===== src/rtl/pc_unit_ras.sv =====
// Fetch-stage program counter with a small return-address stack.
// It handles redirects from EX, and call/return predictions from ID, with a registered PC.
module pc_unit_ras #(
    parameter int               WIDTH        = 32,
    parameter logic [WIDTH-1:0] RESET_VECTOR = '0,
    parameter int               INC          = 4,
    parameter int               RAS_DEPTH    = 4
) (
    input  logic                         clk,
    input  logic                         rst,
    input  logic                         i_stall,
    input  logic                         i_redirect_valid,
    input  logic [WIDTH-1:0]             i_redirect_target,
    input  logic                         i_call,
    input  logic [WIDTH-1:0]             i_call_target,
    input  logic                         i_ret,
    output logic [WIDTH-1:0]             o_pc_out,
    output logic                         o_pc_valid,
    output logic [$clog2(RAS_DEPTH):0]   o_ras_count,
    output logic                         o_ret_miss
);
    localparam int SP_W  = $clog2(RAS_DEPTH);
    localparam int CNT_W = SP_W + 1;

    logic [WIDTH-1:0] r_pc;
    logic             r_pc_valid;
    logic [SP_W-1:0]  r_sp;
    logic [CNT_W-1:0] r_count;
    logic             r_ret_miss;
    logic [WIDTH-1:0] r_ras [RAS_DEPTH];

    logic [WIDTH-1:0] w_inc_pc;
    logic [SP_W-1:0]  w_top_idx;
    logic [WIDTH-1:0] w_top;
    logic             w_empty;
    logic             w_full;

    logic [WIDTH-1:0] w_pc_next;
    logic [SP_W-1:0]  w_sp_next;
    logic [CNT_W-1:0] w_count_next;
    logic             w_miss_next;
    logic             w_wr_en;
    logic [SP_W-1:0]  w_wr_idx;

    assign w_inc_pc  = r_pc + WIDTH'(INC);
    assign w_top_idx = r_sp - SP_W'(1);
    assign w_top     = r_ras[w_top_idx];
    assign w_empty   = (r_count == '0);
    assign w_full    = (r_count == CNT_W'(RAS_DEPTH));

    // NOTE: every output of this block gets a default first, so no path can infer a latch.
    always_comb begin
        w_pc_next    = r_pc;
        w_sp_next    = r_sp;
        w_count_next = r_count;
        w_miss_next  = 1'b0;
        w_wr_en      = 1'b0;
        w_wr_idx     = r_sp;
        // The first edge after reset only raises pc_valid; the PC starts moving on the next edge.
        if (r_pc_valid) begin
            if (i_redirect_valid) begin
                w_pc_next = i_redirect_target;
            end else if (!i_stall) begin
                if (i_call && i_ret && !w_empty) begin
                    w_pc_next = i_call_target;
                    w_wr_en   = 1'b1;
                    w_wr_idx  = w_top_idx;
                end else if (i_call) begin
                    // When the stack is full, sp already points at the oldest slot, so the push overwrites it.
                    w_pc_next    = i_call_target;
                    w_wr_en      = 1'b1;
                    w_sp_next    = r_sp + SP_W'(1);
                    w_count_next = w_full ? r_count : r_count + CNT_W'(1);
                end else if (i_ret && !w_empty) begin
                    w_pc_next    = w_top;
                    w_sp_next    = w_top_idx;
                    w_count_next = r_count - CNT_W'(1);
                end else if (i_ret) begin
                    w_pc_next   = w_inc_pc;
                    w_miss_next = 1'b1;
                end else begin
                    w_pc_next = w_inc_pc;
                end
            end
        end
    end

    // NOTE: sequential state uses non-blocking assignments only.
    always_ff @(posedge clk or posedge rst) begin
        if (rst) begin
            r_pc       <= RESET_VECTOR;
            r_pc_valid <= 1'b0;
            r_sp       <= '0;
            r_count    <= '0;
            r_ret_miss <= 1'b0;
        end else begin
            r_pc       <= w_pc_next;
            r_pc_valid <= 1'b1;
            r_sp       <= w_sp_next;
            r_count    <= w_count_next;
            r_ret_miss <= w_miss_next;
        end
    end

    // NOTE: the stack storage has no reset; a slot is never read before it has been written.
    always_ff @(posedge clk) begin
        if (w_wr_en) begin
            r_ras[w_wr_idx] <= w_inc_pc;
        end
    end

    assign o_pc_out    = r_pc;
    assign o_pc_valid  = r_pc_valid;
    assign o_ras_count = r_count;
    assign o_ret_miss  = r_ret_miss;
endmodule


===== config.mk =====
export PLATFORM = sky130hd
export DESIGN_NAME = pc_unit_ras
export DESIGN_NICKNAME = d
export VERILOG_FILES = /design/src/rtl/pc_unit_ras.sv
export SDC_FILE = /design/constraint.sdc
export NUM_CORES = 1
export LEC_CHECK = 0
export ABC_CLOCK_PERIOD_IN_PS = 4600
export BUFFER_PORTS_ARGS = -buffer_cell sky130_fd_sc_hd__buf_2
export CAP_MARGIN = 20
export CORE_MARGIN = 1
export CORE_UTILIZATION = 55
export CTS_BUF_LIST = sky130_fd_sc_hd__clkbuf_16
export CTS_CLUSTER_DIAMETER = 100
export CTS_CLUSTER_SIZE = 30
export DETAILED_ROUTE_END_ITERATION = 12
export PLACE_DENSITY = 0.74
export SYNTH_ARGS = -nofsm -noshare
export SYNTH_HDL_FRONTEND = slang
export SYNTH_SLANG_ARGS = --single-unit

===== constraint.sdc =====
create_clock -name clk -period 4.6 [get_ports clk]
set_input_delay 0.69 -clock clk [delete_from_list [all_inputs] [get_ports clk]]
set_output_delay 0.69 -clock clk [all_outputs]
set_load 0.01 [all_outputs]

==> impl_metrics.py <==
metrics = {
    "outcome": {
        "status": "completed",
    },
    "global_route": {
        "grt_max_degree": 48,
        "grt_pass1_wl_um": 31500,
        "antenna_found_initial": 0,
        "grt_pass1_vias": 5678,
        "grt-ovfl-total": 0,
        "grtUsageTotal_pct": 29.6,
    },
    "timing": {
        "hold_viol_final": 0,
        "fin_setup_tns_ns": 0,
        "slew_viol_final": 0,
        "postLayoutSetupSlackWorst_ns": 1.64,
        "finalSetupViolations": 0,
        "max_freq_ghz": 0.338,
        "slew_headroom_pct": 32.6,
        "max_slew.worst_pin.slew_ns": 1.01,
        "fin_worst_hold_slack_ns": 0.409,
        "finalCriticalPeriod_ns": 2.96,
        "clock_skew_ns": 0.00908,
        "rsz0062_at_grt": "false",
        "fin_crit_sh_pct": 64.4,
    },
    "logic_synthesis": {
        "ys_seq_elements": 167,
        "synth_cells": 574,
        "synth_area_um2": 7830,
        "yosysMostFrequentCell": "edfxtp_1",
        "async_reset_ff_share_pct": 23.4,
        "ys.flop_type": "edfxtp_1",
        "syn-num-nets": 646,
        "synth_edf_count": 128,
        "yosys.area.top_type": "edfxtp_1",
        "yosys-top-cells-area": "edfxtp_1 (49%), dfrtp_1 (12%), mux4_2 (9.2%), xnor2_1 (2.3%), nand2_1 (2.1%)",
        "synth_top_area_share_pct": 49.1,
        "yosysUniqueCellTypes": 63,
        "yosys_warnings": 0,
        "syn_area_per_cell_um2": 13.6,
        "synth_seq_area_share_pct": 61.6,
        "synth_common_cells": "edfxtp_1 (128), nand2_1 (44), dfrtp_1 (39)",
    },
    "critical_path": {
        "reg2reg_from": "r_sp[1]$_DFFE_PP0P_",
        "crit_fanout": 47,
        "worstSetupStartpointType": "primary input",
        "timing.rr.end": "r_ras[1][21]$_DFFE_PP_",
        "critical_path_class": "primary input to flip-flop",
        "worstRegToRegCells": 4,
        "required_ns": 4.91,
        "r2r_slack_ns": 1.86,
        "end_kind": "flip-flop",
        "cp.arrival_ns": 3.27,
    },
    "floorplanning": {
        "core_area_um2": 13900,
        "dieHeight_um": 121,
        "floorplan.initialDensity_pct": 56.4,
        "die_w_um": 121,
        "num_io_pins": 107,
        "die-area_um2": 14700,
        "num_rows": 43,
    },
    "layout": {
        "diodes": 0,
        "fin_util_pct": 65.8,
        "layout.nets": 752,
        "ff_latch_area_um2": 4820,
        "area_delta_synth_final_pct": 16.7,
        "fillers": 1002,
        "drive_gt1_share_pct": 30.2,
        "multiInputGateArea_um2": 2840,
    },
    "clock_tree": {
        "postCtsSetupRepairBufs": 0,
        "insertion_delay_ns": 0.43,
        "htreeDepth": 4,
        "clk_transition_reported_paths_ns": 0.06,
        "cts_hold_buf": 0,
        "numCtsBuffers": 17,
        "cts-root-buf": "clkbuf_16",
        "post_cts_resized": 0,
        "cts.sinks": 167,
        "tritoncts": "built",
        "clock_path_buffers": 2,
    },
    "detailed_routing": {
        "drtPass1Iterations": 5,
        "vias": 5749,
        "post_drt_wl_per_cell_um": 23.3,
        "remaining_drc_errors": 0,
        "drt_iter0_markers": 660,
        "ant_nets": 0,
        "avgViaCountPerCell": 6.59,
        "wl_um": 20400,
    },
    "placement": {
        "dp_hpwl_um": 13100,
        "post-place-ws_ns": 1.28,
        "portBuffers": 106,
        "gp_congestion": 0.874,
    },
    "run": {
        "cap_violations": 0,
    },
    "pwr": {
        "power.leakage_nw": 3.32,
        "peakVddDrop_uv": 297,
        "power_density_nw_per_um2": 481,
        "p_total_mw": 4.40,
    },
    "hold_path": {
        "hp-class": "primary input to async pin",
    },
}
-- routing by layer --
metal	up-vias	global-route usage [%]	part of all wire, %
li1	2471	-	-
met1	2862	39.2	40
met2	373	47.5	49
met3	43	5.92	9.2
met4	0	12.7	2.5
met5	-	0	0
-- logic make-up after synthesis --
| logic type | count (synthesis) | share of synthesized area [%] |
|---|---|---|
| simple gates | 153 | 9.57 |
| flops | 167 | 61.6 |
| xor+xnor | 30 | 3.36 |
| buf+inv | 52 | 2.72 |
| mux | 36 | 9.73 |
| compound gates | 133 | 12.6 |
| fa+ha+maj | 2 | 0.415 |
| other cells | 1 | 0.0479 |
-- flip-flops by register name, indices dropped and copies added, names as in the netlist --
signal,flops
r_ras,128
o_ret_miss,1
o_ras_count,3
o_pc_out,32
r_sp,2
o_pc_valid,1
-- through the flow --
step	cells	area, µm²
2_1_floorplan	574	7830
3_3_place_gp	840	8610
3_5_place_dp	841	8610
4_1_cts	873	9140
5_1_grt	873	9140
6_report	873	9140
-- area by class of cell --
cell class              count  area share [%]
clock inverters            15            1.08
flip-flops and latches    167            52.8
multi-input cells         355            31.1
inverters                  13           0.534
repair buffers            126            7.45
clock buffers              17            4.66
well taps                 180            2.46
-- power by group --
group,leakage (nW),internal (mW),switching (mW)
combinational,1.44,0.516,0.547
sequential,1.62,1.81,0.241
clock,0.264,0.724,0.555
total,3.32,3.06,1.34
-- worst max-delay path, cell delays in order --
cell,delay [ns]
buf_2,0.40
inv_1,0.67
nand3_1,0.49
a21oi_1,0.58
mux2_2,0.39
-- layout by cell type (no fill, tap or decap), types with 3 or more instances in the layout --
cell type  Yosys  layout
nor3_1         8       8
or3_1          3       3
xnor2_1       21      21
nand3_1       20      20
clkinv_2       0       3
a221oi_1      14      14
a221o_1        7       7
mux2i_1        3       3
dfrtp_1       39      38
o22ai_1        7       7
edfxtp_1     128     128
a31o_2         9       9
o21ai_0       15      15
nor2_1        38      36
a211oi_1       3       3
nand2b_1      11      11
and3_1         5       5
nor4_1         4       4
buf_2          2     106
nand4_1        9       9
a32o_1         9       9
inv_1         13      15
o31a_1         4       4
a21oi_1       21      19
a31oi_1        6       6
clkbuf_16      0      17
mux4_2        32      32
xor2_1         9       9
clkinv_1       0       6
o31ai_1       12      11
nand2_1       44      44
buf_4          2      20
-- worst max path at each step --
stage,to,startpoint,cells past startpoint,slack (ns)
final,o_ras_count[0]$_DFFE_PP0P_,i_redirect_valid,5,1.64
after global routing,o_ras_count[0]$_DFFE_PP0P_,i_redirect_valid,5,1.55
after CTS,o_ras_count[0]$_DFFE_PP0P_,i_redirect_valid,5,1.73
after detailed placement,o_ras_count[0]$_DFFE_PP0P_,i_redirect_valid,5,1.28
after global placement,o_ras_count[0]$_DFFE_PP0P_,i_redirect_valid,5,1.37
after floorplan,r_ras[1][0]$_DFFE_PP_,r_sp[1]$_DFFE_PP0P_,6,0.78
Note: power is estimated with default switching activity, not from simulation.
